$ cat src/rtl/media_loader_if.sv
// ---------------------------------------------------------------------------
// media_loader_if
//   Groups the hps_io ioctl download stream with the memory write port that
//   media_loader drives from it.
//
//   ioctl_download  hps -> loader  download in progress
//   ioctl_index     hps -> loader  file type index
//   ioctl_wr        hps -> loader  byte strobe
//   ioctl_addr      hps -> loader  byte offset in file
//   ioctl_dout      hps -> loader  byte data
//   ioctl_file_ext  hps -> loader  file extension, last char in [7:0]
//   dl_addr         loader -> mem  memory write address
//   dl_data         loader -> mem  memory write data
//   dl_wr           loader -> mem  one-cycle write strobe
//
//   master: the download source (hps_io or a bench)
//   slave : media_loader
// ---------------------------------------------------------------------------
interface media_loader_if #(
    parameter int ADDR_W = 16
) ();
    logic              ioctl_download;
    logic [7:0]        ioctl_index;
    logic              ioctl_wr;
    logic [24:0]       ioctl_addr;
    logic [7:0]        ioctl_dout;
    logic [31:0]       ioctl_file_ext;
    logic [ADDR_W-1:0] dl_addr;
    logic [7:0]        dl_data;
    logic              dl_wr;

    modport master (
        output ioctl_download, ioctl_index, ioctl_wr, ioctl_addr, ioctl_dout, ioctl_file_ext,
        input  dl_addr, dl_data, dl_wr
    );

    modport slave (
        input  ioctl_download, ioctl_index, ioctl_wr, ioctl_addr, ioctl_dout, ioctl_file_ext,
        output dl_addr, dl_data, dl_wr
    );
endinterface

$ cat src/rtl/media_loader.sv
// ---------------------------------------------------------------------------
// media_loader
//   PRG / CRT / headerless-cart download engine. Parses the 2-byte load
//   address header (PRG, CRT) or derives the base from the file extension
//   (RAW), streams bytes to memory with a per-mode upper limit, records which
//   cart blocks were touched, and after a PRG load writes the end address
//   into a list of BASIC pointer pairs.
//
//   clk_sys     in   system clock
//   reset_n     in   synchronous active-low reset
//   bus         slave modport of media_loader_if (ioctl stream + dl_* port)
//   cart_blk    out  sticky block-occupied flags, one per top-address block
//   cart_reset  out  high while a CRT/RAW download is in progress
//   end_addr    out  address following the last accepted byte
//   busy        out  high whenever the engine is not idle
//   overflow    out  sticky: a byte was dropped at the limit
//
//   Assumes ADDR_W >= 16: the header and the pointer fixups carry 16 bits.
// ---------------------------------------------------------------------------
module media_loader #(
    parameter int                       ADDR_W     = 16,
    parameter int                       BLK_BITS   = 3,
    parameter int                       PRG_IDX    = 1,
    parameter int                       CRT_IDX    = 2,
    parameter int                       RAW_IDX    = 3,
    parameter logic [ADDR_W-1:0]        PRG_LIMIT  = 16'hA000,
    parameter logic [ADDR_W-1:0]        CART_LIMIT = 16'hC000,
    parameter logic [ADDR_W-1:0]        RAW_DEF    = 16'hA000,
    parameter int                       NPTR       = 4,
    parameter logic [NPTR*ADDR_W-1:0]   PTR_LIST   = {16'h00AE, 16'h0031, 16'h002F, 16'h002D},
    parameter int                       FIX_GAP    = 2
) (
    input  logic                      clk_sys,
    input  logic                      reset_n,
    media_loader_if.slave             bus,
    output logic [2**BLK_BITS-1:0]    cart_blk,
    output logic                      cart_reset,
    output logic [ADDR_W-1:0]         end_addr,
    output logic                      busy,
    output logic                      overflow
);

    localparam int NFIX  = 2 * NPTR;
    localparam int FIX_W = (NFIX > 1) ? $clog2(NFIX) : 1;
    localparam int GAP_W = (FIX_GAP > 1) ? $clog2(FIX_GAP) : 1;

    typedef enum logic [2:0] {
        S_IDLE, S_HDR_LO, S_HDR_HI, S_STREAM, S_FIX, S_DONE
    } state_t;

    typedef enum logic [1:0] {
        M_OTHER, M_PRG, M_CRT, M_RAW
    } mode_t;

    state_t             state, state_nxt;
    mode_t              mode, new_mode;
    logic               dl_q;
    logic               rise, fall, rise_go;
    logic [ADDR_W-1:0]  addr, addr_nxt, limit;
    logic               hdr_lo_ld, hdr_hi_ld, byte_ok, byte_drop, fix_go;
    logic [FIX_W-1:0]   fix_idx;
    logic [GAP_W-1:0]   gap_cnt;
    logic [ADDR_W-1:0]  fix_addr;
    logic [7:0]         fix_data;

    // Only the last extension character selects the RAW base.
    logic unused_ext;
    assign unused_ext = ^bus.ioctl_file_ext[31:8];

    // Base address of a headerless cart image from its extension's last char:
    // '2'..'9' -> 2000..9000, 'A'/'B' -> A000/B000, anything else -> RAW_DEF.
    function automatic logic [ADDR_W-1:0] raw_base(input logic [7:0] c);
        logic [ADDR_W-1:0] b;
        b = RAW_DEF;
        if (c >= 8'h32 && c <= 8'h39) begin
            b = '0;
            b[ADDR_W-1 -: 4] = c[3:0];
        end else if (c == 8'h41 || c == 8'h42) begin
            b = '0;
            b[ADDR_W-1 -: 4] = c[3:0] + 4'd9;
        end
        return b;
    endfunction

    assign rise    = bus.ioctl_download & ~dl_q;
    assign fall    = ~bus.ioctl_download & dl_q;
    assign rise_go = rise && (new_mode != M_OTHER);
    assign busy    = (state != S_IDLE);

    always_comb begin
        if (bus.ioctl_index == 8'(PRG_IDX))      new_mode = M_PRG;
        else if (bus.ioctl_index == 8'(CRT_IDX)) new_mode = M_CRT;
        else if (bus.ioctl_index == 8'(RAW_IDX)) new_mode = M_RAW;
        else                                     new_mode = M_OTHER;
    end

    // Fixup entry k = fix_idx/2; odd steps address the pointer's high byte.
    always_comb begin
        fix_addr = PTR_LIST[int'(fix_idx >> 1) * ADDR_W +: ADDR_W] + ADDR_W'(fix_idx[0]);
        fix_data = fix_idx[0] ? end_addr[15:8] : end_addr[7:0];
    end

    always_ff @(posedge clk_sys) begin
        if (!reset_n) state <= S_IDLE;
        else          state <= state_nxt;
    end

    always_comb begin
        // NOTE: every output of this block gets a default first, so no path
        // leaves one unassigned and no latch is inferred.
        state_nxt = state;
        hdr_lo_ld = 1'b0;
        hdr_hi_ld = 1'b0;
        byte_ok   = 1'b0;
        byte_drop = 1'b0;
        fix_go    = 1'b0;
        limit     = (mode == M_PRG) ? PRG_LIMIT : CART_LIMIT;

        case (state)
            S_HDR_LO: begin
                if (fall) begin
                    state_nxt = S_DONE;
                end else if (bus.ioctl_wr && bus.ioctl_addr == 25'd0) begin
                    hdr_lo_ld = 1'b1;
                    state_nxt = S_HDR_HI;
                end
            end
            S_HDR_HI: begin
                if (fall) begin
                    state_nxt = S_DONE;
                end else if (bus.ioctl_wr && bus.ioctl_addr == 25'd1) begin
                    hdr_hi_ld = 1'b1;
                    state_nxt = S_STREAM;
                end
            end
            S_STREAM: begin
                if (bus.ioctl_wr) begin
                    if (addr < limit) byte_ok   = 1'b1;
                    else              byte_drop = 1'b1;
                end
                if (fall) state_nxt = (mode == M_PRG) ? S_FIX : S_DONE;
            end
            S_FIX: begin
                if (gap_cnt == '0) begin
                    fix_go = 1'b1;
                    if (fix_idx == FIX_W'(NFIX - 1)) state_nxt = S_DONE;
                end
            end
            S_DONE:  state_nxt = S_IDLE;
            default: ;
        endcase

        // A new download (including one that cuts a fixup short) restarts
        // parsing and suppresses anything the old state would have done.
        if (rise_go) begin
            state_nxt = (new_mode == M_RAW) ? S_STREAM : S_HDR_LO;
            hdr_lo_ld = 1'b0;
            hdr_hi_ld = 1'b0;
            byte_ok   = 1'b0;
            byte_drop = 1'b0;
            fix_go    = 1'b0;
        end
    end

    assign addr_nxt = byte_ok ? addr + 1'b1 : addr;

    always_ff @(posedge clk_sys) begin
        if (!reset_n) begin
            // Keep tracking the level during reset: a reset in the middle of
            // a download must not look like a fresh rising edge afterwards.
            dl_q        <= bus.ioctl_download;
            mode        <= M_OTHER;
            addr        <= '0;
            end_addr    <= '0;
            bus.dl_addr <= '0;
            bus.dl_data <= '0;
            bus.dl_wr   <= 1'b0;
            cart_blk    <= '0;
            cart_reset  <= 1'b0;
            overflow    <= 1'b0;
            fix_idx     <= '0;
            gap_cnt     <= '0;
        end else begin
            // NOTE: state registers use non-blocking assignments so every
            // flop samples the pre-edge values, independent of statement order.
            dl_q      <= bus.ioctl_download;
            bus.dl_wr <= 1'b0;

            if (fall) cart_reset <= 1'b0;

            if (hdr_lo_ld) addr[7:0]  <= bus.ioctl_dout;
            if (hdr_hi_ld) addr[15:8] <= bus.ioctl_dout;

            if (state == S_STREAM) begin
                addr     <= addr_nxt;
                end_addr <= addr_nxt;
            end

            if (byte_ok) begin
                bus.dl_addr <= addr;
                bus.dl_data <= bus.ioctl_dout;
                bus.dl_wr   <= 1'b1;
                if (mode != M_PRG) cart_blk[addr[ADDR_W-1 -: BLK_BITS]] <= 1'b1;
            end
            if (byte_drop) overflow <= 1'b1;

            if (state == S_STREAM && fall && mode == M_PRG) begin
                fix_idx <= '0;
                gap_cnt <= '0;
            end

            if (fix_go) begin
                bus.dl_addr <= fix_addr;
                bus.dl_data <= fix_data;
                bus.dl_wr   <= 1'b1;
                fix_idx     <= fix_idx + 1'b1;
                gap_cnt     <= GAP_W'(FIX_GAP - 1);
            end else if (state == S_FIX) begin
                gap_cnt <= gap_cnt - 1'b1;
            end

            if (rise_go) begin
                mode <= new_mode;
                addr <= (new_mode == M_RAW) ? raw_base(bus.ioctl_file_ext[7:0]) : '0;
                if (new_mode != M_PRG) cart_reset <= 1'b1;
            end
        end
    end

endmodule
$ cat src/flat_wrapper.sv
// flat-port wrapper written by rule: the top's interface ports become plain ports
module media_loader_flat 
#(
    parameter int                       ADDR_W     = 16,
    parameter int                       BLK_BITS   = 3,
    parameter int                       PRG_IDX    = 1,
    parameter int                       CRT_IDX    = 2,
    parameter int                       RAW_IDX    = 3,
    parameter logic [ADDR_W-1:0]        PRG_LIMIT  = 16'hA000,
    parameter logic [ADDR_W-1:0]        CART_LIMIT = 16'hC000,
    parameter logic [ADDR_W-1:0]        RAW_DEF    = 16'hA000,
    parameter int                       NPTR       = 4,
    parameter logic [NPTR*ADDR_W-1:0]   PTR_LIST   = {16'h00AE, 16'h0031, 16'h002F, 16'h002D},
    parameter int                       FIX_GAP    = 2
)
  (clk_sys, reset_n, cart_blk, cart_reset, end_addr, busy, overflow, bus_ioctl_download, bus_ioctl_index, bus_ioctl_wr, bus_ioctl_addr, bus_ioctl_dout, bus_ioctl_file_ext, bus_dl_addr, bus_dl_data, bus_dl_wr);
  media_loader_if #(.ADDR_W(ADDR_W)) bus_i ();
  input  logic clk_sys;
  input  logic reset_n;
  output logic [2**BLK_BITS-1:0] cart_blk;
  output logic cart_reset;
  output logic [ADDR_W-1:0] end_addr;
  output logic busy;
  output logic overflow;
  input wire logic [$bits(bus_i.ioctl_download)-1:0] bus_ioctl_download;
  input wire logic [$bits(bus_i.ioctl_index)-1:0] bus_ioctl_index;
  input wire logic [$bits(bus_i.ioctl_wr)-1:0] bus_ioctl_wr;
  input wire logic [$bits(bus_i.ioctl_addr)-1:0] bus_ioctl_addr;
  input wire logic [$bits(bus_i.ioctl_dout)-1:0] bus_ioctl_dout;
  input wire logic [$bits(bus_i.ioctl_file_ext)-1:0] bus_ioctl_file_ext;
  output wire logic [$bits(bus_i.dl_addr)-1:0] bus_dl_addr;
  output wire logic [$bits(bus_i.dl_data)-1:0] bus_dl_data;
  output wire logic [$bits(bus_i.dl_wr)-1:0] bus_dl_wr;
  assign bus_i.ioctl_download = bus_ioctl_download;
  assign bus_i.ioctl_index = bus_ioctl_index;
  assign bus_i.ioctl_wr = bus_ioctl_wr;
  assign bus_i.ioctl_addr = bus_ioctl_addr;
  assign bus_i.ioctl_dout = bus_ioctl_dout;
  assign bus_i.ioctl_file_ext = bus_ioctl_file_ext;
  assign bus_dl_addr = bus_i.dl_addr;
  assign bus_dl_data = bus_i.dl_data;
  assign bus_dl_wr = bus_i.dl_wr;
  media_loader #(.ADDR_W(ADDR_W), .BLK_BITS(BLK_BITS), .PRG_IDX(PRG_IDX), .CRT_IDX(CRT_IDX), .RAW_IDX(RAW_IDX), .PRG_LIMIT(PRG_LIMIT), .CART_LIMIT(CART_LIMIT), .RAW_DEF(RAW_DEF), .NPTR(NPTR), .PTR_LIST(PTR_LIST), .FIX_GAP(FIX_GAP)) u_core (.clk_sys(clk_sys), .reset_n(reset_n), .bus(bus_i), .cart_blk(cart_blk), .cart_reset(cart_reset), .end_addr(end_addr), .busy(busy), .overflow(overflow));
endmodule
$ cat config.mk
export PLATFORM = sky130hd
export DESIGN_NAME = media_loader_flat
export DESIGN_NICKNAME = d
export VERILOG_FILES = /design/src/rtl/media_loader_if.sv /design/src/rtl/media_loader.sv /design/src/flat_wrapper.sv
export SDC_FILE = /design/constraint.sdc
export NUM_CORES = 1
export LEC_CHECK = 0
export BUFFER_PORTS_ARGS = -buffer_cell sky130_fd_sc_hd__buf_2
export CAP_MARGIN = 20
export CORE_AREA = 4 4 113 115
export CTS_CLUSTER_DIAMETER = 60
export DETAILED_ROUTE_END_ITERATION = 10
export DIE_AREA = 0 0 117 119
export HOLD_SLACK_MARGIN = 0.15
export PLACE_DENSITY = 0.63
export SLEW_MARGIN = 20
export SYNTH_ARGS = -nofsm -noshare
export SYNTH_HDL_FRONTEND = slang
export SYNTH_SLANG_ARGS = --single-unit
$ cat constraint.sdc
create_clock -name clk_sys -period 2.9 [get_ports clk_sys]
set_clock_uncertainty 0.05 [all_clocks]
set_input_delay 0.29 -clock clk_sys [delete_from_list [all_inputs] [get_ports clk_sys]]
set_output_delay 0.29 -clock clk_sys [all_outputs]
set_load 0.02 [all_outputs]
==> impl_metrics.yaml, run 1 <==
cells_and_area:
  final_common_cell: "buf_2"
  fin_area_sq_um: 5070
  final_util_pct: 43.0
  fill_cells: 1169
  final_cell_mix: "104 x buf_2, 77 x dfxtp_1, 61 x nor2_1"
  layout-drive-gt1-share_pct: 25.6
  areaGrowthSynthToFinish_pct: 25.8
  nNetsFinal: 687
  antenna_cells: 0
timing:
  hold_violations: 0
  worst_pin_slew_ns: 0.817
  finalCritPeriodShare_pct: 91.3
  setup_viol: 0
  fmax_mhz: 378
  setup_tns_ns: 0
  rsz0062_at_grt: "no"
  period_needed_ns: 2.65
  maxSlewHeadroom_pct: 45.3
  slew_violations: 0
clocking:
  numCtsBuffers: 9
  cts_tree: "done"
  htreeDepth: 3
  clk_latency_ns: 0.33
  clk_root_buffer_cell: "clkbuf_16"
  path_clk_slew_ns: 0.07
  cts.sinks: 77
  post_cts_buffers: 0
  clockBufferDepth: 2
die:
  die_area_sq_um: 13900
  dieHeight_um: 119
  start_util_pct: 34.2
  pin_count: 129
  die_x_um: 117
  core_sq_um: 11800
  rows: 40
detailed_routing:
  postRouteAntennaNets: 0
  drt_iter0_drc: 333
  wirelength_mm: 12.9
  viasPerCell: 5.64
  post-route-drc-count: 0
  firstDrtPassIters: 5
  vias: 4240
  wire_per_inst_um: 17.1
hold_path:
  holdCritStartpoint: "bus_ioctl_dout[1]"
  hold_end: "u_core.bus.dl_data[1]"
  hold_path_depth: 3
  min_path_type: "primary input to flop"
setup_path:
  worst_setup_path_start_kind: "flop"
  critPathKind: "flop to flop"
  crit_path_end_kind: "flop"
  r2r_slack_ns: 0.25
  crit_arrival_ns: 2.83
  cp_max_fo: 6
  r2r_end: "u_core.addr[11]"
  r2r-start: "u_core.mode[1]"
  crit_required_ns: 3.08
  reg2reg_depth: 11
grt:
  groute.usage.overall_pct: 18.3
  grt_max_degree: 39
  grt_first_pass_wirelength_mm: 20.5
  antenna_found_initial: 0
  grt_pass1_vias: 4036
  grt-ovfl-total: 0
place:
  placedInstanceArea_sq_um: 4750
  place.gp.congestion: 0.876
  hpwl_mm: 9.64
  io_buffers: 104
yosys:
  syn_inst: 498
  netlist_area_sq_um: 4030
  synth_edf_count: 0
  syn-num-nets: 585
  ys_async_sr_fraction_pct: 0
  synth.avg_cell_area_sq_um: 8.10
  synth.distinct_cells: 61
  synth_ff_type: "dfxtp_1"
  ys_ff_latch: 77
  yosysWarnings: 0
  synth-seq-area-share_pct: 38.2
pwr:
  ir_drop_mv: 0.265
  p_leak_nw: 2.07
  powerDensity_nw_per_um2: 565
run_status:
  status: "complete, no violations"
run:
  maxCapViolations: 0
-- critical path, cell delays in order (launching register included) --
cell and delay (ns):
dfxtp_1 0.39, nand2b_1 0.17, inv_1 0.09, ha_1 0.23, nor4b_4 0.29, o21ai_1 0.25
buf_4 0.22, nor2_1 0.09, buf_4 0.15, nand4_1 0.13, o31a_1 0.27, o31ai_1 0.22
-- final cells by class --
cell class	count	area, sq um	area share [%]
multi-input cells	374	2300	45.4
clock inverters	6	87.6	1.73
well taps	147	184	3.63
clock buffers	10	229	4.51
inverters	13	48.8	0.962
flip-flops and latches	77	1540	30.4
repair buffers	125	681	13.4
-- cell usage after synthesis, types with 6 or more instances --
| library cell | n | area (sq um) |
|---|---|---|
| inv_1 | 13 | 48.8 |
| a21oi_1 | 32 | 160 |
| nand3_1 | 21 | 105 |
| ha_1 | 10 | 125 |
| dfxtp_1 | 77 | 1540 |
| nand2_1 | 45 | 169 |
| a31oi_1 | 9 | 56.3 |
| xor2_1 | 6 | 52.6 |
| o21a_1 | 8 | 60.1 |
| nand4_1 | 7 | 43.8 |
| nor2_1 | 61 | 229 |
| a22oi_1 | 11 | 82.6 |
| xnor2_1 | 9 | 78.8 |
| nor3_1 | 13 | 65.1 |
| nor4_1 | 15 | 93.8 |
| a221oi_1 | 9 | 78.8 |
| clkbuf_1 | 25 | 93.8 |
| o21ai_0 | 30 | 150 |
| o31ai_1 | 6 | 45.0 |
-- registers in the layout, indices dropped and copies added, names as in the netlist, 2 cells and up --
signal,count
u_core.addr,16
u_core.bus.dl_addr,16
u_core.end_addr,16
u_core.bus.dl_data,8
u_core.cart_blk,8
u_core.fix_idx,3
u_core.state,3
u_core.mode,2
-- where the power goes --
group          switching, mW  leakage [nW]  internal [mW]
combinational          0.302          1.30          0.190
sequential            0.0632         0.621           1.10
clock                  0.453         0.156          0.754
total                  0.818          2.07           2.05
-- per-layer routing --
metal	GRT usage, %	wire, um	vias to the layer above
li1	-	-	2034
met1	24.6	5670	2012
met5	0	0	-
met3	3.00	903	19
met2	30.1	6090	175
met4	5.02	218	0
-- what timing repair did --
action / in CTS / in global routing
hold buffers: 1 / 0
resized for setup: 0 / 0
endpoints found under the hold margin: 1 / 0
-- per-stage QoR --
| stage | worst slack, ns | std cells | hold slack (ns) | power (mW) |
|---|---|---|---|---|
| 2_1_floorplan | 0.409 | 498 | 0.268 | 1.49 |
| 3_3_place_gp | 0.382 | 735 | 0.396 | 1.66 |
| 3_5_place_dp | 0.296 | 735 | 0.398 | 1.68 |
| 4_1_cts | 0.274 | 752 | 0.191 | 2.88 |
| 5_1_grt | 0.0451 | 752 | 0.216 | 2.98 |
| 6_report | 0.253 | 752 | 0.190 | 2.87 |
-- cell families (layout without fill, tap and decap cells) --
logic type	after synthesis	after routing	synth area share (%)
mux	9	9	2.36
compound gates	140	140	23.1
simple gates	200	200	25.3
fa+ha+maj	10	10	3.10
xor+xnor	15	15	3.26
flops	77	77	38.2
buf+inv	47	154	4.71
-- worst max-delay path by stage --
stage | startpoint | to | cells after the start
final | u_core.mode[1] | u_core.addr[11] | 11
after global placement | u_core.mode[1] | u_core.addr[15] | 9
after floorplan | u_core.mode[1] | u_core.bus.dl_addr[2] | 10
after global routing | u_core.mode[1] | u_core.addr[11] | 11
after detailed placement | u_core.mode[1] | u_core.addr[15] | 9
after CTS | u_core.mode[1] | u_core.addr[15] | 9
(Power assumes the default switching activity.)
==> inputs of run 2 (changes only) <==
--- a/config.mk
+++ b/config.mk
@@ -7,12 +7,14 @@
 export LEC_CHECK = 0
 export BUFFER_PORTS_ARGS = -buffer_cell sky130_fd_sc_hd__buf_2
 export CAP_MARGIN = 20
+export CELL_PAD_IN_SITES_DETAIL_PLACEMENT = 0
+export CELL_PAD_IN_SITES_GLOBAL_PLACEMENT = 1
 export CORE_AREA = 4 4 113 115
 export CTS_CLUSTER_DIAMETER = 60
 export DETAILED_ROUTE_END_ITERATION = 10
 export DIE_AREA = 0 0 117 119
 export HOLD_SLACK_MARGIN = 0.15
-export PLACE_DENSITY = 0.63
+export PLACE_DENSITY = 0.8
 export SLEW_MARGIN = 20
 export SYNTH_ARGS = -nofsm -noshare
 export SYNTH_HDL_FRONTEND = slang
==> run 2 against run 1 <==
Clock power about the same. Core utilization increased by 0.13 points. Total power decreased by 0.74%. Worst setup slack got worse by 0.11 ns. Combinational power increased by 3%. Count of clock-buffer cells in the layout increased by 1. Global-route usage increased by 0.56 points. Die area unchanged. Design area increased by 0.30%. Wire length increased by 2.3%. Critical path type unchanged. Critical endpoint is now u_core.cart_blk[6]. Highest routed layer unchanged.
==> impl_metrics.yaml, run 2 (synthesis gave the netlist of run 1 again) <==
run_status:
  status: "complete, no violations"
die:
  die_area_sq_um: 13900
  rows: 40
  die_x_um: 117
  pin_count: 129
  start_util_pct: 34.2
  dieHeight_um: 119
  core_sq_um: 11800
cells_and_area:
  final_common_cell: "buf_2"
  final_cell_mix: "104 x buf_2, 77 x dfxtp_1, 61 x nor2_1"
  areaGrowthSynthToFinish_pct: 26.1
  final_util_pct: 43.1
  nNetsFinal: 689
  fill_cells: 1240
  layout-drive-gt1-share_pct: 26.2
  reg_top3: "u_core.addr: 16 flops, u_core.bus.dl_addr: 16 flops, u_core.end_addr: 16 flops"
  antenna_cells: 0
timing:
  maxSlewHeadroom_pct: 44.3
  worst_pin_slew_ns: 0.833
  hold_ws_ns: 0.203
  postLayoutSetupSlackWorst_ns: 0.143
  fmax_mhz: 363
  period_needed_ns: 2.76
  finalCritPeriodShare_pct: 95.1
  rsz0062_at_grt: "yes"
  hold_violations: 0
  setup_viol: 0
  slew_violations: 0
clocking:
  numCtsBuffers: 9
  cts.sinks: 77
  htreeDepth: 3
  clk_latency_ns: 0.34
  clk_root_buffer_cell: "clkbuf_16"
  cts_tree: "done"
  clockBufferDepth: 2
  path_clk_slew_ns: 0.06
  post_cts_buffers: 0
detailed_routing:
  viasPerCell: 5.62
  wirelength_mm: 13.2
  post-route-drc-count: 0
  firstDrtPassIters: 5
  postRouteAntennaNets: 0
  wire_per_inst_um: 17.5
  vias: 4240
  drt_iter0_drc: 256
grt:
  antenna_found_initial: 0
  grt_first_pass_wirelength_mm: 20.9
  groute.usage.overall_pct: 18.8
  grt_pass1_vias: 4073
  grt-ovfl-total: 0
  grt_max_degree: 39
place:
  hpwl_mm: 9.83
  place.gp.congestion: 0.907
  io_buffers: 104
  place_ws_ns: 0.166
setup_path:
  crit_path_end_kind: "flop"
  crit_arrival_ns: 2.99
  critPathKind: "flop to flop"
  r2r_end: "u_core.cart_blk[6]"
  r2r_slack_ns: 0.14
  cp_max_fo: 11
  reg2reg_depth: 11
  worst_setup_path_start_kind: "flop"
  crit_required_ns: 3.14
  r2r-start: "u_core.mode[1]"
pwr:
  ir_drop_mv: 0.343
  powerDensity_nw_per_um2: 559
  p_leak_nw: 2.08
hold_path:
  holdCritStartpoint: "bus_ioctl_dout[1]"
  min_path_type: "primary input to flop"
  hold_end: "u_core.bus.dl_data[1]"
  hold_path_depth: 3
run:
  maxCapViolations: 0
-- run 2: worst max-delay path: stages (launching register included) --
cell	delay [ns]
dfxtp_1	0.39
nand2b_1	0.17
inv_1	0.09
ha_1	0.22
nor4b_4	0.30
o21ai_1	0.27
buf_4	0.23
nor3_2	0.18
buf_4	0.23
nand2_1	0.16
nor4_1	0.27
o21a_1	0.15
-- run 2: report_power, final --
part | switching (mW) | internal (mW)
sequential | 0.0545 | 1.10
clock | 0.466 | 0.714
combinational | 0.313 | 0.194
total | 0.833 | 2.01
-- run 2: area by class of cell --
cell class	count	area [sq um]	share of cell area [%]
multi-input combinational	374	2310	45.3
tap	147	184	3.61
clock buffer	11	253	4.97
inverter	13	48.8	0.959
clock inverter	5	58.8	1.16
timing repair buffer	127	696	13.7
sequential	77	1540	30.3
-- run 2: how the worst max path moves through the flow --
stage | cells after the start | end | startpoint
after floorplan | 10 | u_core.bus.dl_addr[2] | u_core.mode[1]
after global placement | 9 | u_core.addr[14] | u_core.mode[1]
after detailed placement | 11 | u_core.cart_blk[6] | u_core.mode[1]
after CTS | 11 | u_core.cart_blk[6] | u_core.mode[1]
after global routing | 11 | u_core.cart_blk[6] | u_core.mode[1]
final | 11 | u_core.cart_blk[6] | u_core.mode[1]
-- run 2: metrics by stage --
step	std cells	cell area (sq um)	power [mW]	TNS, ns
6_report	754	5090	2.85	0
5_1_grt	754	5090	2.96	-0.0733
4_1_cts	754	5080	2.85	0
3_5_place_dp	737	4760	1.68	0
3_3_place_gp	737	4760	1.67	0
2_1_floorplan	498	4030	1.49	0
-- run 2: routing by layer --
metal / up-vias / part of all wire (%) / track usage, %
met5: - / 0 / 0
met4: 0 / 2.7 / 6.88
met3: 27 / 6.6 / 4.42
met2: 157 / 46 / 30.0
met1: 2029 / 44 / 24.6
li1: 2027 / - / -
-- run 2: what timing repair did --
| action | CTS | global route |
|---|---|---|
| endpoints found under the hold margin | 1 | 0 |
| endpoints found under the setup margin | 0 | 3 |
| resized for setup | 0 | 1 |
| hold buffers | 1 | 0 |
